<file path="src/rtl/div_share_arbiter_pkg.sv">
// rtl/div_share_arbiter_pkg.sv - shared states, defaults and round-robin picker
package div_share_pkg;

  localparam int DEF_N = 4;
  localparam int DEF_W = 32;
  localparam int MAX_N = 8;

  // Quotient reported for a divide-by-zero, sliced to W by the user
  localparam logic [63:0] ALL_ONES = '1;

  typedef enum logic [1:0] {
    IDLE  = 2'd0,
    RUN   = 2'd1,
    STORE = 2'd2
  } state_t;

  // First requester after 'last' in cyclic order among n channels, one-hot; zero if none
  function automatic logic [MAX_N-1:0] rr_pick(input logic [MAX_N-1:0] req,
                                               input logic [2:0]       last,
                                               input int               n);
    logic [MAX_N-1:0] pick;
    logic             found;
    logic [2:0]       idx;
    pick  = '0;
    found = 1'b0;
    for (int k = 1; k <= MAX_N; k++) begin
      idx = 3'((int'(last) + k) % n);
      if (k <= n && !found && req[idx]) begin
        pick[idx] = 1'b1;
        found     = 1'b1;
      end
    end
    return pick;
  endfunction

endpackage

</file>
<file path="src/rtl/div_share_arbiter_if.sv">
// rtl/div_share_arbiter_if.sv - requester-side bundle of the shared divider
interface div_share_arbiter_if
  import div_share_pkg::*;
#(
  parameter int N = DEF_N,
  parameter int W = DEF_W
);

  logic [N-1:0]   REQ;
  logic [N*W-1:0] NUM;
  logic [N*W-1:0] DEN;
  logic [N-1:0]   ACK;
  logic [N-1:0]   VALID;
  logic [N*W-1:0] QUO;
  logic [N*W-1:0] REM;
  logic [N-1:0]   DIV0;
  logic           BUSY;

  modport master (output REQ, NUM, DEN,
                  input  ACK, VALID, QUO, REM, DIV0, BUSY);

  modport slave  (input  REQ, NUM, DEN,
                  output ACK, VALID, QUO, REM, DIV0, BUSY);

endinterface

</file>
<file path="src/rtl/div_share_arbiter_seq_core.sv">
// rtl/div_share_arbiter_seq_core.sv - start/done serial restoring divider, W cycles
module div_seq_core
  import div_share_pkg::*;
#(
  parameter int W = DEF_W
)
(
  input  logic         CLK,
  input  logic         RSTB,
  input  logic         start,
  input  logic [W-1:0] num,
  input  logic [W-1:0] den,
  output logic         done,
  output logic [W-1:0] quo,
  output logic [W-1:0] rem
);

  localparam int CW = (W > 1) ? $clog2(W) : 1;

  logic [W-1:0]  q_r;
  logic [W-1:0]  pr_r;
  logic [CW-1:0] cnt_r;
  logic          run_r;
  logic [W:0]    shifted;
  logic          ge;
  logic [W-1:0]  diff;

  // Trial subtract: the W+1-bit shifted remainder keeps DEN up to 2^W-1 exact
  always_comb begin
    shifted = {pr_r, q_r[W-1]};
    ge      = shifted >= {1'b0, den};
    diff    = shifted[W-1:0] - den;
  end

  // Load on start, then retire one quotient bit per cycle, MSB first
  always_ff @(posedge CLK or negedge RSTB) begin
    if (!RSTB) begin
      q_r   <= '0;
      pr_r  <= '0;
      cnt_r <= '0;
      run_r <= 1'b0;
    end else if (start) begin
      q_r   <= num;
      pr_r  <= '0;
      cnt_r <= CW'(W - 1);
      run_r <= 1'b1;
    end else if (run_r) begin
      pr_r <= ge ? diff : shifted[W-1:0];
      q_r  <= {q_r[W-2:0], ge};
      if (cnt_r == '0) run_r <= 1'b0;
      else             cnt_r <= cnt_r - 1'b1;
    end
  end

  assign done = run_r && (cnt_r == '0);
  assign quo  = q_r;
  assign rem  = pr_r;

endmodule

</file>
<file path="src/rtl/div_share_arbiter.sv">
// rtl/div_share_arbiter.sv - round-robin sharing of one serial divider among N requesters
module div_share_arbiter
  import div_share_pkg::*;
#(
  parameter int N = DEF_N,
  parameter int W = DEF_W
)
(
  input  logic             CLK,
  input  logic             RSTB,
  div_share_arbiter_if.slave bus
);

  state_t           state;
  logic [2:0]       last;
  logic [2:0]       gidx;
  logic [2:0]       widx;
  logic [MAX_N-1:0] req8;
  logic [MAX_N-1:0] pick8;
  logic             any_req;
  logic [W-1:0]     win_num;
  logic [W-1:0]     win_den;
  logic [W-1:0]     num_q;
  logic [W-1:0]     den_q;
  logic [N-1:0]     gmask;
  logic [N-1:0]     ack_r;
  logic [N-1:0]     valid_r;
  logic [N-1:0]     div0_r;
  logic [N*W-1:0]   quo_r;
  logic [N*W-1:0]   rem_r;
  logic             busy_r;
  logic             core_start;
  logic             core_done;
  logic [W-1:0]     core_quo;
  logic [W-1:0]     core_rem;

  // Round-robin winner among live requests and that channel's operands
  always_comb begin
    req8        = '0;
    req8[N-1:0] = bus.REQ;
    pick8       = rr_pick(req8, last, N);
    widx        = '0;
    for (int i = 0; i < MAX_N; i++) begin
      if (pick8[i]) widx = 3'(i);
    end
    any_req = |bus.REQ;
    win_num = bus.NUM[widx*W +: W];
    win_den = bus.DEN[widx*W +: W];
  end

  // Divide-by-zero never starts the core, so it stays idle and BUSY stays low
  assign core_start = (state == IDLE) && any_req && (win_den != '0);
  assign gmask      = N'(1) << gidx;

  div_seq_core #(.W(W)) u_core (
    .CLK   (CLK),
    .RSTB  (RSTB),
    .start (core_start),
    .num   (win_num),
    .den   (den_q),
    .done  (core_done),
    .quo   (core_quo),
    .rem   (core_rem)
  );

  // Grant, capture, result storage and handshake pulses
  always_ff @(posedge CLK or negedge RSTB) begin
    if (!RSTB) begin
      state   <= IDLE;
      last    <= 3'(N - 1);
      gidx    <= '0;
      num_q   <= '0;
      den_q   <= '0;
      ack_r   <= '0;
      valid_r <= '0;
      div0_r  <= '0;
      quo_r   <= '0;
      rem_r   <= '0;
      busy_r  <= 1'b0;
    end else begin
      ack_r   <= '0;
      valid_r <= '0;
      case (state)
        IDLE: begin
          if (any_req) begin
            gidx  <= widx;
            num_q <= win_num;
            den_q <= win_den;
            ack_r <= N'(1) << widx;
            if (win_den == '0) begin
              state <= STORE;
            end else begin
              state  <= RUN;
              busy_r <= 1'b1;
            end
          end
        end
        RUN: begin
          if (core_done) state <= STORE;
        end
        STORE: begin
          if (den_q == '0) begin
            quo_r[gidx*W +: W] <= ALL_ONES[W-1:0];
            rem_r[gidx*W +: W] <= num_q;
            div0_r             <= div0_r | gmask;
          end else begin
            quo_r[gidx*W +: W] <= core_quo;
            rem_r[gidx*W +: W] <= core_rem;
            div0_r             <= div0_r & ~gmask;
          end
          valid_r <= gmask;
          last    <= gidx;
          busy_r  <= 1'b0;
          state   <= IDLE;
        end
        default: state <= IDLE;
      endcase
    end
  end

  assign bus.ACK   = ack_r;
  assign bus.VALID = valid_r;
  assign bus.QUO   = quo_r;
  assign bus.REM   = rem_r;
  assign bus.DIV0  = div0_r;
  assign bus.BUSY  = busy_r;

endmodule

</file>
<file path="src/flat_wrapper.sv">
// flat-port wrapper written by rule: the top's interface ports become plain ports
module div_share_arbiter_flat import div_share_pkg::*;
#(
  parameter int N = DEF_N,
  parameter int W = DEF_W
)
  (CLK, RSTB, bus_REQ, bus_NUM, bus_DEN, bus_ACK, bus_VALID, bus_QUO, bus_REM, bus_DIV0, bus_BUSY);
  div_share_arbiter_if #(.N(N), .W(W)) bus_i ();
  input  logic CLK;
  input  logic RSTB;
  input wire logic [$bits(bus_i.REQ)-1:0] bus_REQ;
  input wire logic [$bits(bus_i.NUM)-1:0] bus_NUM;
  input wire logic [$bits(bus_i.DEN)-1:0] bus_DEN;
  output wire logic [$bits(bus_i.ACK)-1:0] bus_ACK;
  output wire logic [$bits(bus_i.VALID)-1:0] bus_VALID;
  output wire logic [$bits(bus_i.QUO)-1:0] bus_QUO;
  output wire logic [$bits(bus_i.REM)-1:0] bus_REM;
  output wire logic [$bits(bus_i.DIV0)-1:0] bus_DIV0;
  output wire logic [$bits(bus_i.BUSY)-1:0] bus_BUSY;
  assign bus_i.REQ = bus_REQ;
  assign bus_i.NUM = bus_NUM;
  assign bus_i.DEN = bus_DEN;
  assign bus_ACK = bus_i.ACK;
  assign bus_VALID = bus_i.VALID;
  assign bus_QUO = bus_i.QUO;
  assign bus_REM = bus_i.REM;
  assign bus_DIV0 = bus_i.DIV0;
  assign bus_BUSY = bus_i.BUSY;
  div_share_arbiter #(.N(N), .W(W)) u_core (.CLK(CLK), .RSTB(RSTB), .bus(bus_i));
endmodule
</file>
<file path="config.mk">
export PLATFORM = sky130hd
export DESIGN_NAME = div_share_arbiter_flat
export DESIGN_NICKNAME = d
export VERILOG_FILES = /design/src/rtl/div_share_arbiter_pkg.sv /design/src/rtl/div_share_arbiter_if.sv /design/src/rtl/div_share_arbiter_seq_core.sv /design/src/rtl/div_share_arbiter.sv /design/src/flat_wrapper.sv
export SDC_FILE = /design/constraint.sdc
export NUM_CORES = 1
export LEC_CHECK = 0
export ABC_AREA = 1
export BUFFER_PORTS_ARGS = -buffer_cell sky130_fd_sc_hd__buf_2
export CELL_PAD_IN_SITES_DETAIL_PLACEMENT = 1
export CELL_PAD_IN_SITES_GLOBAL_PLACEMENT = 1
export CORE_MARGIN = 10
export CORE_UTILIZATION = 36
export DETAILED_ROUTE_END_ITERATION = 7
export GPL_TIMING_DRIVEN = 0
export PLACE_DENSITY = 0.81
export SYNTH_ARGS = -nofsm -noshare
export SYNTH_HDL_FRONTEND = slang
export SYNTH_SLANG_ARGS = --single-unit
</file>
<file path="constraint.sdc">
create_clock -name CLK -period 3.3 [get_ports CLK]
set_input_delay 0.495 -clock CLK [delete_from_list [all_inputs] [get_ports CLK]]
set_output_delay 0.495 -clock CLK [all_outputs]
set_load 0.01 [all_outputs]
</file>
# After elaboration in Yosys (flattened, before gate mapping)
# Cells that the tools add are included.
# word_totals
reg_bits	410
input_bits	262
word_cells	143
# op_classes
add_sub_neg	7
order_cmp	9
eq_ne	6
n_shift	9
n_mux	58
bitwise_logic	10
n_reduce_logical	29
# ops
operator	n
$bwmux W128	4
$shiftx A32 B34 Y128	3
$mux W128	2
$shiftx A128 B9 Y32	2
$mux W32	5
$shift A32 B34 Y128 const A	1
$shiftx A32 B34 Y128 const A	1
$logic_not A32 Y1	2
$neg A8 Y34	1
$ge A33 B32 Y1	1
$mux W8	4
$reduce_bool A32 Y1	1
$sub A32 B32 Y32	1
$or A8 B8 Y8	3
$mux W1	17
$lt A3 B4 Y1 const B	4
$mux W4	4
$mux W5	3
$bmux W1 S3	4
$demux W1 S3	4
$ge A3 B1 Y1 const B	4
$mux W3	4
$logic_and A1 B1 Y1	10
$mux W2	5
22 further kinds	38

# Depth between registers and ports, before layout
# Gate-level depths: netlist (run 1).
# depth
depth_word	27
depth_mapped	27
mapped_depth_nobuf	24

# Hierarchy
# Synthesis (run 1) repeated with hierarchy kept, for this count alone.
# hier_totals
hier_cells	3014
hier_area_um2	22749.3
# by_module_without_submodules
mod	n_inst	cells_per_inst	area_each_um2	seq_area_each_um2
div_share_arbiter	1	2022	16633.5	8485.6
div_seq_core	1	992	6115.9	1751.7

# Worst setup path after synthesis (run 1)
# OpenSTA, ideal clock, no wires.
# synth_path
path_type	flip-flop to flip-flop
from	reg u_core.last[1]
to	reg u_core.u_core.cnt_r[1]
setup_ps	130
arrival_time_ps	3040
required_time_ps	3170
setup_slack_ps	129
path_stages_with_launch	27
synth_period_minus_slack_ps	3171
cell_sequence	dfstp_2 > inv_1 > ha_1 > inv_1 > nand3_2 > nand2_2 > nand2_2 > nor2_2 > nand2_1 > nand2_1 > nor2_1 > nand2_2 > nand2_4 > buf_6 > nand2_1 > nand2_1 > nand2_1 > nand2_1 > nand2_1 > nor2_1 > nand2_1 > nor2_1 > nand2_2 > nand2_4 > buf_6 > buf_6 > o211ai_1
# synth_via
elab_chain_cells	27
elab_cells_between_ends	70
classes_between	4 x add/sub; 8 x order compare; 1 x eq/ne; 1 x shift; 31 x mux; 7 x bitwise; 18 x reduce/logical
# synth_lines
element	line	text
from (decl)	div_share_arbiter.sv:15	logic [2:0] last;
from (signal assigned)	div_share_arbiter.sv:70	last <= 3'(N - 1);
from (signal assigned)	div_share_arbiter.sv:112	last <= gidx;
parallel branches: the longest is 14 deep, another holds $lt A3 B4 Y1	-	
$mux W8 *	div_share_arbiter_pkg.sv:28	if (k <= n && !found && req[idx]) begin
$mux W1	div_share_arbiter.sv:44	if (pick8[i]) widx = 3'(i);
$mux W2 (2 in series)	div_share_arbiter.sv:44	
$mux W3 (3 in series)	div_share_arbiter.sv:44	
$mux W3 *	div_share_arbiter.sv:44	
$shiftx A128 B9 Y32 *	div_share_arbiter.sv:48	win_den = bus.DEN[widx*W +: W];
$reduce_bool A32 Y1 *	div_share_arbiter.sv:52	assign core_start = (state == IDLE) && any_req && (win_den != '0);
$logic_and A1 B1 Y1 *	div_share_arbiter.sv:52	
$ne A2 B1 Y1 (no source line) or $reduce_bool A2 Y1 (tied branches)	-	
$reduce_and A2 Y1 (no source line)	-	
to (signal assigned)	div_share_arbiter_seq_core.sv:45	cnt_r <= CW'(W - 1);
to (signal assigned)	div_share_arbiter_seq_core.sv:51	else cnt_r <= cnt_r - 1'b1;
to (decl)	div_share_arbiter_seq_core.sv:22	logic [CW-1:0] cnt_r;
# Mark *: on every way between the ends. The select of a mux whose other input is x is not followed.
# A chain may end at the register's enable or synchronous reset.

# Final worst setup path (run 1)
# layout_path
from	reg u_core.last[1]
to	reg u_core.u_core.pr_r[13] (netlist: u_core.u_core.rem[13])
# layout_via
elab_chain_cells	26
elab_cells_between_ends	68
classes_between	4 x add/sub; 8 x order compare; 1 x shift; 31 x mux; 7 x bitwise; 17 x reduce/logical
# layout_lines
element	line	text
parallel branches: the longest is 14 deep, another holds $lt A3 B4 Y1	-	
$mux W8 *	div_share_arbiter_pkg.sv:28	
$mux W1	div_share_arbiter.sv:44	
$mux W2 (2 in series)	div_share_arbiter.sv:44	
$mux W3 (3 in series)	div_share_arbiter.sv:44	
$mux W3 *	div_share_arbiter.sv:44	
$shiftx A128 B9 Y32 *	div_share_arbiter.sv:48	
$reduce_bool A32 Y1 *	div_share_arbiter.sv:52	
$logic_and A1 B1 Y1 *	div_share_arbiter.sv:52	
$mux W32 or $reduce_bool A2 Y1 (tied branches)	-	
to (signal assigned)	div_share_arbiter_seq_core.sv:48	pr_r <= ge ? diff : shifted[W-1:0];
to (decl)	div_share_arbiter_seq_core.sv:21	logic [W-1:0] pr_r;
# Marks and branches as above.

==> metrics.csv, run 1 <==
metric,value,unit
CP Data Required Time,3830,ps
Synth async-reset ratio,1.00,
DRC,0,
xor and xnor area share after synthesis,0.0114,
vias,23400,
vias in the first global route,24000,
clk sinks,409,
largest family of logic cells by synthesized area,simple AND/OR/NAND/NOR gates,
Routed Antenna Nets,0,
DR pass1 iterations,6,
syn_nets,2974,
placed insts,3971,
most frequent cells in the layout,"nand2_1 (618), buf_2 (532), dfrtp_1 (406)",
Fin Clk Skew,22.8,ps
status,finished with violations,
Compound-Gate Fraction of Synth Area,0.189,
I/O pins,531,
mux contribution to synthesized area,0.000466,
synthesized flop and latch total,409,
total of max-cap violations,0,
Final Non-Filler Cells,4138,
Crit Path Max Fanout,6,
initial core utilization,0.364,
Tot GR Track Use,0.279,
RSZ-0062 raised after global routing,yes,
Clock Tree Buf Depth,3,
Final Max Tran Viols,0,
# setup viols final,85,
"most common cell after layout, fill and taps aside",nand2_1,
worst hold margin,317,ps
RePlAce Congestion,0.923,
Final HPWL DP,79800,um
WL met3,8420,um
Setup WS post-layout,-544,ps
final WL,108000,um
1st-iter DRT viols,1934,
final hold viol count,0,
Synth Instances,2665,
Final TNS setup,-33310,ps
Slew HR,0.0408,
area growth from synthesis to layout,37.8,%
root buffer cell,clkbuf_16,
top-area cell type share of the netlist area,0.474,
Leak Pwr,14.9,nW
Die H,264,um
Die W,264,um
sequential area share after synthesis,0.477,
share of layout cells above drive strength 1,0.306,
minimum clock period after layout,3840,ps
final core occ,0.501,
worst slew pin tran,1420,ps
routed length per instance,26.2,um
Num CTS Buffers,45,
YS warnings,0,
wire length on met1,41000,um
Max Fclk,260,MHz
CP Capture Type,flop,
pwr/cell area,994,nW/um^2
CTS H-tree depth,2,
Placeable Area,59000,sq um
"Cell Area, Synth",21500,sq um
worst hold-check path type,in -> reg,
worst endpoint data arrival time,4370,ps
TritonCTS clock tree,yes,
vias per cell,5.65,
post-synthesis simple-gate area fraction,0.214,
Synth Flop Type,dfrtp_1,
Worst-Skew Late Latency,610,ps
"Reg clk slew, reported paths",70,ps
DIE AREA,69800,sq um
top cell type by total area after synthesis,dfrtp_1,
post-synthesis cell type count,47,
number of fill cells,7144,
first-pass GRT wire length,151000,um
placement row count,89,
failing checks,negative setup slack,
part of the cycle the worst path needs,1.16,
syn_area_per_cell,8.05,sq um
met2 WL,53000,um
Peak VDD IR,584,uV
"EDFF count, synth",0,
CP startpoint kind,flop,
initial antenna violation count,3,
Crit Path Class,reg -> reg,
port bufs,530,
top post-synthesis cells by area,"dfrtp_1 (47%), nand2_1 (12%), o21ai_0 (7.6%), inv_1 (4.3%), nand3_1 (4.1%)",
Top Layer Used,met4,
grt total ovfl,0,
Adder-Cell Fraction of Synth Area,0.0277,
largest net degree at the start of global routing,121,
nets,3634,
## synth_stat cells (all sizes together), types with 4 or more instances
master / count
nand2: 678
dfrtp: 407
o21ai: 363
inv: 251
nand3: 180
clkbuf: 132
o211ai: 99
a21oi: 91
nor2: 74
buf: 48
or2: 48
ha: 46
nand3b: 33
o22ai: 33
a22oi: 32
o32ai: 32
nand4: 18
xnor2: 18
nor4: 13
o21a: 10
xor2: 10
nor3: 9
o31ai: 9
o311ai: 7
clkinv: 5
o21bai: 4
## through the flow
| stage | setup slack, ps | power, W | area, sq um |
|---|---|---|---|
| finish | -544 | 0.0294 | 29600 |
| global route | -709 | 0.0308 | 29600 |
| CTS | -263 | 0.0265 | 27900 |
| detailed placement | -1290 | 0.0197 | 25200 |
| global placement | -6540 | 0.0193 | 25100 |
| floorplan | 129 | 0.0148 | 21500 |
## worst max-delay path, stage by stage, from the launching register on
cell and delay (ps):
dfstp_2 570, clkinvlp_4 120, ha_4 320, nand3_4 120, nand2_8 120, nand2_8 80
nor2_4 120, nand2_1 80, nand2_2 100, nor2_4 60, buf_4 150, inv_6 110
clkbuf_16 160, nand3b_1 100, o21ai_0 140, inv_1 110, nand2_2 110, nand2_2 60
nor2_1 80, nand2_1 70, nor2_2 140, nand2_4 150, nand2_8 150, buf_12 140
buf_6 120, nand3_1 130, nand2_1 140
## final cells by class
cell class | count | area (sq um) | share of cell area
clock inverters | 25 | 367 | 0.0124
flip-flops and latches | 409 | 10200 | 0.346
plain buffers | 174 | 1130 | 0.0381
multi-input cells | 1821 | 10800 | 0.365
diodes | 3 | 7.51 | 0.000254
clock buffers | 59 | 1280 | 0.0432
repair buffers | 618 | 3800 | 0.129
inverters | 256 | 987 | 0.0334
well taps | 773 | 967 | 0.0327
## flip-flops by register name (all words and copies together) (netlist names), named ones only
name / flops
u_core.u_core.run_r: 1
u_core.bus.REM: 128
u_core.last: 2
u_core.bus.ACK: 4
u_core.gidx: 2
u_core.den_q: 32
u_core.num_q: 32
u_core.u_core.rem: 32
u_core.u_core.cnt_r: 5
u_core.state: 2
u_core.bus.BUSY: 1
u_core.bus.VALID: 4
u_core.bus.QUO: 128
u_core.u_core.quo: 32
## final timing paths
kind	from	to	slack, ps	depth (start not counted)
setup / recovery	u_core.last[1]$_DFFE_PN1P_	u_core.u_core.rem[13]$_DFFE_PN0P_	-540	26
hold / removal	bus_DEN[127]	u_core.den_q[31]$_DFFE_PN0P_	320	5
setup reg to reg	u_core.last[1]$_DFFE_PN1P_	u_core.u_core.rem[13]$_DFFE_PN0P_	-540	26
hold reg to reg	u_core.state[1]$_DFFE_PN0P_	u_core.state[0]$_DFFE_PN0P_	470	1
max in group asynchronous	RSTB	u_core.bus.ACK[0]$_DFF_PN0_	1280	4
min in group asynchronous	RSTB	u_core.bus.REM[41]$_DFFE_PN0P_	410	2
## metal layers
| metal | vias up | GRT usage |
|---|---|---|
| met2 | 1070 | 0.480 |
| met1 | 11700 | 0.331 |
| met4 | 0 | 0.119 |
| met3 | 297 | 0.0599 |
| li1 | 10300 | - |
| met5 | - | 0 |
## cell families (layout without fill, tap and decap cells)
kind of cell | Yosys count | after routing
fa+ha+maj | 47 | 47
mux | 1 | 1
buf+inv | 436 | 1132
simple gates | 1055 | 1056
flops | 409 | 409
other cells | 0 | 3
compound gates | 689 | 689
xor+xnor | 28 | 28
## report_power, final
group	internal [W]	switching [W]	leakage, nW
combinational	0.00593	0.0104	8.63
sequential	0.00598	0.00144	5.42
clock	0.00332	0.00233	0.807
total	0.0152	0.0142	14.9
## what timing repair did
item | in CTS | in global routing
endpoints found under the hold margin | 51 | 0
pin swaps | 28 | 62
buffers inserted | 44 | 35
gates resized for setup | 205 | 283
hold buffers | 1 | 0
endpoints found under the setup margin | 357 | 244
gates cloned | 4 | 11
Note: power is estimated with default switching activity, not from simulation.
==> run 2: changes to the inputs <==
--- a/config.mk
+++ b/config.mk
@@ -14,6 +14,7 @@
 export DETAILED_ROUTE_END_ITERATION = 7
 export GPL_TIMING_DRIVEN = 0
 export PLACE_DENSITY = 0.81
+export SKIP_LAST_GASP = 1
 export SYNTH_ARGS = -nofsm -noshare
 export SYNTH_HDL_FRONTEND = slang
 export SYNTH_SLANG_ARGS = --single-unit
==> run 2 against run 1 <==
Effect of this change: the flow still finishes with violations (negative setup slack); first-iteration DRC count grew 12%; via count increased by 0.82%; power rose by 1.5%; critical path depth unchanged; sequential cell count unchanged; critical endpoint is now u_core.u_core.quo[31]$_DFFE_PN0P_; largest cell class unchanged.
==> metrics.csv, run 2 (synthesis gave the netlist of run 1 again) <==
metric,value,unit,change
minimum clock period after layout,3860,ps,+11.4 ps
Crit Path Class,reg -> reg,,
grt total ovfl,0,,unchanged
Peak VDD IR,580,uV,-0.72%
worst hold-check path type,in -> reg,,
"Largest delay share family, worst path",simple AND/OR/NAND/NOR gates,,
CTS H-tree depth,2,,unchanged
vias per cell,5.69,,+0.74%
TritonCTS clock tree,yes,,
RePlAce Congestion,0.923,,unchanged
r2r startpoint,u_core.last[1]$_DFFE_PN1P_,,
failing checks,negative setup slack,,
pwr/cell area,1010,nW/um^2,+1.2%
Worst Path Buf+Inv,5,,-2
Slew HR,0.115,,+0.0746
first-pass GRT wire length,151000,um,-0.25%
RSZ-0062 raised after global routing,yes,,
root buffer cell,clkbuf_16,,
largest net degree at the start of global routing,121,,unchanged
vias,23600,,+0.82%
Placeable Area,59000,sq um,unchanged
status,finished with violations,,
Final Max Tran Viols,0,,unchanged
area growth from synthesis to layout,38.2,%,
CP startpoint kind,flop,,
Leak Pwr,14.9,nW,about the same
Clock Tree Buf Depth,3,,unchanged
hold_sp,bus_DEN[127],,
DR pass1 iterations,6,,unchanged
# setup viols final,95,,+12%
Final Non-Filler Cells,4141,,+0.072%
Crit Path Max Fanout,7,,+1
Fin Clk Skew,25.2,ps,+2.46 ps
slowest cell delay on critical path,560,ps,about the same
"most common cell after layout, fill and taps aside",nand2_1,,
worst endpoint data arrival time,4380,ps,about the same
pre-CTS setup slack,-1290,ps,unchanged
initial core utilization,0.364,,unchanged
Final HPWL DP,79800,um,unchanged
CP Capture Type,flop,,
Max Fclk,259,MHz,-0.30%
most frequent cells in the layout,"nand2_1 (605), buf_2 (531), dfrtp_1 (406)",,
Num CTS Buffers,45,,unchanged
placement row count,89,,unchanged
clk sinks,409,,unchanged
total of max-cap violations,0,,unchanged
final hold viol count,0,,unchanged
worst slew pin tran,1310,ps,-111 ps
Die W,264,um,unchanged
initial antenna violation count,1,,-2
placed insts,3971,,unchanged
critical path's most frequent cell,nand2_1,,
I/O pins,531,,unchanged
Die H,264,um,unchanged
Worst-Skew Late Latency,610,ps,about the same
Tot GR Track Use,0.278,,-0.000869
routed length per instance,26.3,um,+0.42%
1st-iter DRT viols,2167,,+12%
Critical Path Start,u_core.last[1]$_DFFE_PN1P_,,
port bufs,530,,unchanged
nets,3639,,+0.14%
share of layout cells above drive strength 1,0.310,,+0.00370
Setup WS post-layout,-555,ps,-11.4 ps
Routed Antenna Nets,0,,unchanged
"Slowest-stage cell, CP",dfstp_2,,
DRC,0,,unchanged
vias in the first global route,24000,,-0.050%
"Reg clk slew, reported paths",70,ps,about the same
part of the cycle the worst path needs,1.17,,+0.00347
final WL,109000,um,+0.49%
total chip power,0.0299,W,+1.5%
DIE AREA,69800,sq um,unchanged
CP Data Required Time,3820,ps,about the same
[run 2: routing by layer]
layer  vias to the layer above  share of wire  GRT usage
met1                     11800           0.38      0.332
met2                      1133           0.49      0.480
met4                         0          0.052      0.114
li1                      10300              -          -
met5                         -              0          0
met3                       311          0.077     0.0567
[run 2: worst min-delay path, stage by stage]
cell and delay [ps]:
buf_2 80, o21ai_1 60, inv_1 60, nand2_2 60, o21ai_0 130
[run 2: repair_timing]
action | CTS | global route
hold endpoints to repair | 51 | 0
gates cloned | 4 | 11
buffers inserted | 44 | 40
resized for setup | 184 | 320
endpoints found under the setup margin | 357 | 311
hold buffers | 1 | 0
pin swaps | 27 | 83
[run 2: cell type report]
cell class / instances / area (sq um)
multi-input cells: 1821 / 10900
clock inverters: 25 / 367
inverters: 256 / 985
diodes: 1 / 2.50
repair buffers: 621 / 3730
plain buffers: 176 / 1180
well taps: 773 / 967
fillers: 7114 / 29400
flip-flops and latches: 409 / 10200
clock buffers: 59 / 1280
[run 2: metrics by stage]
| step | utilization | cell area (sq um) | setup TNS (ps) | hold WS, ps |
|---|---|---|---|---|
| finish | 0.503 | 29700 | -31600 | 319 |
| global route | 0.503 | 29700 | -47650 | 363 |
| CTS | 0.471 | 27800 | -19170 | 323 |
| detailed placement | 0.427 | 25200 | -238900 | 437 |
| global placement | 0.425 | 25100 | -2869020 | 439 |
| floorplan | - | 21500 | 0 | 199 |
[run 2: where the power goes]
part | switching, W | internal (W)
clock | 0.00233 | 0.00332
combinational | 0.0106 | 0.00614
sequential | 0.00143 | 0.00598
[run 2: final timing paths]
kind                                                           to  slack (ps)  cells past startpoint
worst min-delay path                 u_core.den_q[31]$_DFFE_PN0P_         320                      5
worst max-delay path            u_core.u_core.quo[31]$_DFFE_PN0P_        -560                     26
worst max register to register  u_core.u_core.quo[31]$_DFFE_PN0P_        -560                     26
min in group asynchronous          u_core.bus.REM[41]$_DFFE_PN0P_         420                      2
worst min register to register        u_core.state[0]$_DFFE_PN0P_         460                      1
max in group asynchronous             u_core.bus.ACK[3]$_DFF_PN0_        1250                      4
